### src/rtl/uart_tx_arbiter.sv
// Round-robin arbiter sharing one UART transmitter among NUM_REQ requesters.
// Each grant latches a byte, runs the send/done handshake, then acks or times out.
module uart_tx_arbiter #(
    parameter int NUM_REQ = 4,
    parameter int TIMEOUT = 2048
) (
    input  logic                 clk,
    input  logic                 rst,
    input  logic [NUM_REQ-1:0]   req,
    input  logic [8*NUM_REQ-1:0] din,
    output logic [NUM_REQ-1:0]   gnt,
    output logic [NUM_REQ-1:0]   ack,
    output logic                 tx_send,
    output logic [7:0]           tx_data,
    input  logic                 tx_done,
    output logic                 busy,
    output logic                 err,
    output logic [2:0]           err_id
);
    localparam int               CNT_W    = $clog2(TIMEOUT) + 1;
    localparam logic [CNT_W-1:0] CNT_LAST = CNT_W'(TIMEOUT - 1);
    localparam logic [CNT_W-1:0] CNT_MAX  = {CNT_W{1'b1}};
    localparam logic [CNT_W-1:0] CNT_ONE  = {{(CNT_W-1){1'b0}}, 1'b1};
    localparam logic [2:0]       LAST_IDX = 3'(NUM_REQ - 1);

    typedef enum logic [1:0] {
        IDLE    = 2'd0,
        SEND    = 2'd1,
        RELEASE = 2'd2
    } state_t;

    state_t             state_r, state_s;
    logic [NUM_REQ-1:0] gnt_r, gnt_s, ack_r, ack_s, win_oh_s;
    logic               tx_send_r, tx_send_s, busy_r, busy_s, err_r, err_s, found_s;
    logic [7:0]         tx_data_r, tx_data_s, win_data_s;
    logic [2:0]         err_id_r, err_id_s, ptr_r, ptr_s, idx_r, idx_s, win_s, next_ptr_s;
    logic [CNT_W-1:0]   cnt_r, cnt_s, cnt_inc_s;

    // Returns {found, index} of the first set request at or above p, wrapping.
    function automatic logic [3:0] rr_pick(input logic [NUM_REQ-1:0] r, input logic [2:0] p);
        logic [3:0] res;
        int         c;
        res = 4'b0000;
        for (int k = NUM_REQ - 1; k >= 0; k--) begin
            c = (int'(p) + k) % NUM_REQ;
            if (r[c]) begin
                res = {1'b1, c[2:0]};
            end else begin
                res = res;
            end
        end
        return res;
    endfunction

    // Next-state and next-output logic for the grant/handshake/timeout sequence.
    always_comb begin
        state_s    = state_r;
        gnt_s      = gnt_r;
        ack_s      = '0;
        tx_send_s  = tx_send_r;
        tx_data_s  = tx_data_r;
        busy_s     = busy_r;
        err_s      = 1'b0;
        err_id_s   = err_id_r;
        ptr_s      = ptr_r;
        idx_s      = idx_r;
        cnt_s      = cnt_r;
        {found_s, win_s} = rr_pick(req, ptr_r);
        next_ptr_s = (idx_r == LAST_IDX) ? 3'd0 : idx_r + 3'd1;
        cnt_inc_s  = (cnt_r == CNT_MAX) ? cnt_r : cnt_r + CNT_ONE;
        win_oh_s   = '0;
        win_data_s = 8'h00;
        for (int i = 0; i < NUM_REQ; i++) begin
            if (win_s == 3'(i)) begin
                win_oh_s[i] = 1'b1;
                win_data_s  = din[8*i +: 8];
            end else begin
                win_oh_s[i] = 1'b0;
            end
        end

        case (state_r)
            IDLE: begin
                // The ack/err term gives the dead cycle that ignores a stale req.
                if (found_s && !tx_done && (ack_r == '0) && !err_r) begin
                    state_s   = SEND;
                    gnt_s     = win_oh_s;
                    idx_s     = win_s;
                    tx_data_s = win_data_s;
                    tx_send_s = 1'b1;
                    busy_s    = 1'b1;
                    cnt_s     = '0;
                end else begin
                    state_s = IDLE;
                end
            end
            SEND: begin
                cnt_s = cnt_inc_s;
                if (cnt_r == CNT_LAST) begin
                    state_s   = IDLE;
                    err_s     = 1'b1;
                    err_id_s  = idx_r;
                    gnt_s     = '0;
                    tx_send_s = 1'b0;
                    busy_s    = 1'b0;
                    ptr_s     = next_ptr_s;
                end else if (tx_done) begin
                    state_s   = RELEASE;
                    tx_send_s = 1'b0;
                end else begin
                    state_s = SEND;
                end
            end
            RELEASE: begin
                cnt_s = cnt_inc_s;
                if (!tx_done) begin
                    state_s = IDLE;
                    ack_s   = gnt_r;
                    gnt_s   = '0;
                    busy_s  = 1'b0;
                    ptr_s   = next_ptr_s;
                end else if (cnt_r == CNT_LAST) begin
                    state_s  = IDLE;
                    err_s    = 1'b1;
                    err_id_s = idx_r;
                    gnt_s    = '0;
                    busy_s   = 1'b0;
                    ptr_s    = next_ptr_s;
                end else begin
                    state_s = RELEASE;
                end
            end
            default: begin
                state_s   = IDLE;
                gnt_s     = '0;
                tx_send_s = 1'b0;
                busy_s    = 1'b0;
            end
        endcase
    end

    // State and output registers with synchronous reset.
    always_ff @(posedge clk) begin
        if (rst) begin
            state_r   <= IDLE;
            gnt_r     <= '0;
            ack_r     <= '0;
            tx_send_r <= 1'b0;
            tx_data_r <= 8'h00;
            busy_r    <= 1'b0;
            err_r     <= 1'b0;
            err_id_r  <= 3'd0;
            ptr_r     <= 3'd0;
            idx_r     <= 3'd0;
            cnt_r     <= '0;
        end else begin
            state_r   <= state_s;
            gnt_r     <= gnt_s;
            ack_r     <= ack_s;
            tx_send_r <= tx_send_s;
            tx_data_r <= tx_data_s;
            busy_r    <= busy_s;
            err_r     <= err_s;
            err_id_r  <= err_id_s;
            ptr_r     <= ptr_s;
            idx_r     <= idx_s;
            cnt_r     <= cnt_s;
        end
    end

    assign gnt     = gnt_r;
    assign ack     = ack_r;
    assign tx_send = tx_send_r;
    assign tx_data = tx_data_r;
    assign busy    = busy_r;
    assign err     = err_r;
    assign err_id  = err_id_r;
endmodule

### config.mk
export PLATFORM = sky130hd
export DESIGN_NAME = uart_tx_arbiter
export DESIGN_NICKNAME = d
export VERILOG_FILES = /design/src/rtl/uart_tx_arbiter.sv
export SDC_FILE = /design/constraint.sdc
export NUM_CORES = 1
export LEC_CHECK = 0
export CAP_MARGIN = 20
export CORE_MARGIN = 2
export CORE_UTILIZATION = 35
export DETAILED_ROUTE_END_ITERATION = 8
export DONT_BUFFER_PORTS = 1
export GPL_TIMING_DRIVEN = 1
export PLACE_DENSITY = 0.52
export SLEW_MARGIN = 20
export SYNTH_ARGS = -nofsm -noshare
export SYNTH_HDL_FRONTEND = slang
export SYNTH_SLANG_ARGS = --single-unit
### constraint.sdc
create_clock -name clk -period 1.8 [get_ports clk]
set_input_delay 0.18 -clock clk [delete_from_list [all_inputs] [get_ports clk]]
set_output_delay 0.18 -clock clk [all_outputs]
set_load 0.02 [all_outputs]
# Word-level counts from Yosys, hierarchy flattened

Index checks and enable logic that the tools add are counted.

Flip-flop bits (word level): 42
Bits in latches: 0
Bits in writable memories: 0
ROM bits: 0
Bits of input ports: 39
Memories: 0

Add/subtract/negate cells: 5
Multipliers: 0
Div/mod/pow operators: 0
Order comparisons: 4
Eq/ne operators: 12
Shift operators: 0
Muxes and demuxes: 53
Bitwise gates (word level): 4
Reductions and logical operators: 19

Operators with widths:

| kind                    | number |
|---|---|
| $mux W8                 | 4 |
| $mux W4                 | 7 |
| $mux W12                | 2 |
| $pmux W12 S2            | 1 |
| $mux W1                 | 19 |
| $mux W3                 | 5 |
| $add A12 B1 Y12 const B | 1 |
| $eq A12 B11 Y1 const B  | 1 |
| $eq A12 B12 Y1 const B  | 1 |
| $lt A3 B4 Y1 const B    | 3 |
| $pmux W3 S2             | 2 |
| $pmux W4 S3             | 1 |
| $eq A3 B2 Y1 const B    | 3 |
| $bmux W1 S2             | 4 |
| $mux W2                 | 4 |
| $reduce_or A2 Y1        | 4 |
| $ne A2 B2 Y1 const B    | 3 |
| $pmux W1 S3             | 2 |
| $pmux W2 S3             | 1 |
| $reduce_and A3 Y1       | 2 |
| $add A2 B2 Y2 const B   | 2 |
| $logic_not A4 Y1        | 1 |
| $reduce_and A2 Y1       | 2 |
| $reduce_bool A2 Y1      | 2 |
| 15 further kinds        | 20 |

# Longest topological paths before layout

Depth in word-level cells: 15
Depth in mapped cells: 8
Mapped depth without buffers: 7

# Worst setup path before layout

OpenSTA, ideal clock, no wires.

Path kind: flip-flop to flip-flop
Start point: register cnt_r[0]
End point: register gnt_r[0], in the netlist gnt[0]
Library setup time: 0.117 ns
Data arrival time: 1.614 ns
Required time: 1.683 ns
Setup slack: 0.068 ns
Stages on the path, launching flop included: 7
Buffers on the path: 0
Path through: dfxtp_1 ha_1 nand2_1 or4_4 a22oi_1 nor2_1 a32o_1

Cells in the longest elaborated chain, start to end: 4

Ends and longest elaborated chain:

| item                   | line    | RTL |
|---|---|---|
| start, declared        | 37      | `logic [CNT_W-1:0] cnt_r, cnt_s, cnt_inc_s;` |
| start signal, assigned | 167     | `cnt_r <= cnt_s;` |
| $eq A12 B11 Y1 (*)     | 99, 122 |  |
| $mux W4 (*)            | n/a     |  |
| $mux W4                | n/a     |  |
| $pmux W4 S3 (*)        | n/a     |  |
| end signal, assigned   | 158     | `gnt_r <= gnt_s;` |
| end, declared          | 33      | `logic [NUM_REQ-1:0] gnt_r, gnt_s, ack_r, ack_s, win_oh_s;` |

Every way passes the cells marked *; elsewhere a longest branch is shown, timed or not.
A chain may end at the register's enable or synchronous reset.

# Worst setup path after layout

Start point: register ack_r[0], in the netlist ack[0]
End point: register cnt_r[9]

Cells in the longest elaborated chain, start to end: 5

Ends and longest elaborated chain:

| item                              | line | RTL |
|---|---|---|
| start, declared                   | 33   |  |
| start signal, assigned            | 159  | `ack_r <= ack_s;` |
| $logic_not A4 Y1                  | 85   | `if (found_s && !tx_done && (ack_r == '0) && !err_r) begin` |
| $logic_and A1 B1 Y1 (2 in series) | 85   |  |
| $ne A2 B2 Y1 (no line)            | n/a  |  |
| $reduce_and A3 Y1 (no line)       | n/a  |  |

No other way between the ends.

==> impl_metrics.csv <==
group,metric,value,unit
outcome,outcome,"finished clean",
synthesis,syn_inst,209,
cts,h-tree-depth,2,
drt,firstDrtPassIters,4,
global_route,grt_pass1_vias,1463,
critical_path,cp.arrival,1920,ps
placement,port_buffers,0,
drt,drcViolationCount,0,
drt,met1_length,2150,µm
placement,dpl.hpwl,3330,µm
cts,ctsRootBufferMaster,"clkbuf_8",
cts,clk_latency,290,ps
sta,finalSetupViolations,0,
sta,period_needed,1730,ps
synthesis,syn_area,0.00204,mm²
min_path,hold_path.class,"input pin to flip-flop",
sta,rsz0062_at_grt,"true",
finish,utilization,45.5,%
critical_path,r2r-start,"ack[0]",
cts,cts_sinks,39,
critical_path,ff2ff_setup_slack,70,ps
drt,routed_wl,4510,µm
synthesis,yosys_register_bits,39,
min_path,whs_endpoint,"state_r[1]",
critical_path,crit_fanout,2,
die,core-area,0.00557,mm²
critical_path,worst_setup_path_start_kind,"flip-flop",
synthesis,synth-edff-count,0,
drt,via_per_inst,5.19,
global_route,grt_pass1_wl,6980,µm
sta,max_freq,578,MHz
critical_path,r2r_cells,6,
min_path,min_from,"tx_done",
die,initial_core_util,36.6,%
critical_path,critical-path-top-delay-family,"simple AND/OR/NAND/NOR gates",
job,maxCapViolCount,0,
finish,fin_nets,283,
sta,hold_viol_final,0,
global_route,antenna_found_initial,0,
pwr,power,0.00189,W
pwr,peakVddDrop,0.358,mV
drt,drt_iter0_drc,94,
pwr,leakage,0.926,nW
global_route,grt-ovfl-total,0,
sta,fin_crit_sh,96.1,%
finish,drive_above_1_share,29.7,%
drt,dr_wl_met2,2000,µm
cts,cts_buffers,5,
synthesis,synth_cell_types,45,
drt,met3_wirelength,293,µm
die,fp.dieH,80.4,µm
sta,clock_skew,4.75,ps
critical_path,critPathBufInv,1,
die,num_rows,27,
drt,top_layer_used,"met4",
synthesis,synth-async-reset-ratio,0,%
global_route,grt_usage,13.9,%
die,die_w,80.4,µm
pwr,power.density,744,mW/mm²
critical_path,end_kind,"flip-flop",
synthesis,synth_flop_cell,"dfxtp_1",
synthesis,synth-warning-count,0,
finish,diodes,0,
finish,final_common_cell,"dfxtp_1",
critical_path,crit_type,"flip-flop to flip-flop",
finish,areaGrowthSynthToFinish,24.4,%
drt,drtAntennaViolNets,0,
placement,gp_congestion,0.805,
critical_path,slowest_stage,"dfxtp_1",
finish,final_cell_mix,"38 x dfxtp_1, 29 x buf_4, 22 x mux2i_1, 21 x nor2_1, 10 x xnor2_1",
synthesis,avgSynthCellArea,9.76,µm²
sta,maxSlewViolCount,0,
critical_path,timing.rr.end,"cnt_r[9]",
cts,clkSlewWorstSetupHoldPaths,80,ps
die,design.die.area,0.00646,mm²
critical_path,path_cells,"nor4_4, buf_4, a41oi_2, nor4_2, a311oi_1, a41o_1",
synthesis,yosysSeqAreaShare,38.3,%
synthesis,synth_fp_nets,254,
global_route,grt_max_degree,20,
cts,ctsLongestPathBuffers,2,
critical_path,cp.required,1990,ps
drt,dr_total_vias,1615,
cts,cts_tree,"yes",
die,pin_count,61,
min_path,hold_depth,2,
drt,avgRoutedWirePerCell,14.5,µm
critical_path,critPathMaxStageDelay,340,ps
==> where the power goes <==
| group | leakage, nW | internal [W] | switching (W) |
|---|---|---|---|
| registers | 0.317 | 0.000899 | 0.0000560 |
| clock network | 0.0505 | 0.000348 | 0.000306 |
| logic | 0.559 | 0.000134 | 0.000145 |
| total | 0.926 | 0.00138 | 0.000506 |
==> how the worst max path moves through the flow <==
stage	cells after the start	end	slack (ps)	start
4_1_cts	6	err_id[1]	2	cnt_r[0]
3_3_place_gp	6	gnt[3]	2	cnt_r[0]
5_1_grt	7	cnt_r[8]	-30	ack[0]
2_1_floorplan	6	gnt[0]	70	cnt_r[0]
3_5_place_dp	6	gnt[2]	-20	cnt_r[0]
6_report	6	cnt_r[9]	70	ack[0]
==> Yosys cell counts, types with 3 or more instances <==
library cell	n	share of area, %
nor3_1	5	1.2
or3_1	4	1.2
buf_2	5	1.2
nand3_1	5	1.2
nor4_1	6	1.8
inv_1	6	1.1
a32o_1	4	2.0
ha_1	6	3.7
a21oi_1	8	2.0
nand2_1	6	1.1
buf_4	3	1.1
xnor2_1	10	4.3
and2_1	4	1.2
dfxtp_1	39	38
nand3b_1	9	3.3
nor2_1	22	4.0
mux2i_1	22	11
o221ai_2	7	5.2
clkbuf_1	3	0.55
nor2b_1	3	0.92
==> metrics by stage <==
stage,setup WS (ps),instance area (µm²),cells,hold slack (ps),TNS (ps)
after global placement,1.86,2330,301,255,0
after floorplan,68.2,2040,209,322,0
after global routing,-25.8,2540,311,40.8,-106
after CTS,2.33,2460,310,31.0,0
after detailed placement,-18.0,2330,301,258,-67.0
final,69.6,2540,311,40.3,0
==> worst register-to-register path: cells and delay by family, from the launching register on <==
kind                   cells  cell delay, ps
AO/OA/AOI/OAI              3             500
buffers and inverters      1             170
flip-flops                 1             340
AND/OR/NAND/NOR            2             620
==> routing by layer <==
| metal | vias to the layer above | GRT usage (%) |
|---|---|---|
| met3 | 4 | 4.72 |
| met2 | 42 | 20.1 |
| met5 | - | 0 |
| met1 | 746 | 19.0 |
| li1 | 823 | - |
| met4 | 0 | 5.08 |
==> registers in the layout, indices dropped and copies added, names as in the netlist, 2 cells and up <==
signal	cells
state_r	2
ptr_r	2
cnt_r	12
ack	4
tx_data	8
idx_r	2
gnt	4
err_id	2
==> cells by family after synthesis <==
logic type | after synthesis | share of synthesized area [%]
and+or+nand+nor | 79 | 23.6
DFF | 39 | 38.3
buffers and inverters | 17 | 3.98
muxes | 22 | 10.8
other | 1 | 0.184
AOI/OAI and AO/OA | 35 | 15.2
adders and majority gates | 6 | 3.68
xor gates and xnor gates | 10 | 4.29
==> repair_timing <==
item                       in CTS  in global routing
hold endpoints to repair       10                  0
setup endpoints to repair       6                 30
hold buffers                    1                  0
pin swaps                       0                  3
setup buffers                   0                  1
gates resized for setup         3                 14
==> cell type report <==
cell class              instances  area [µm²]
flip-flops and latches         39         782
clock buffers                   7        96.3
inverters                       6        22.5
multi-input cells             153        1260
clock inverters                 1        7.51
well taps                      72        90.1
repair buffers                 33         279
fillers                       553        3040
Power figures use the tool's default switching activity.
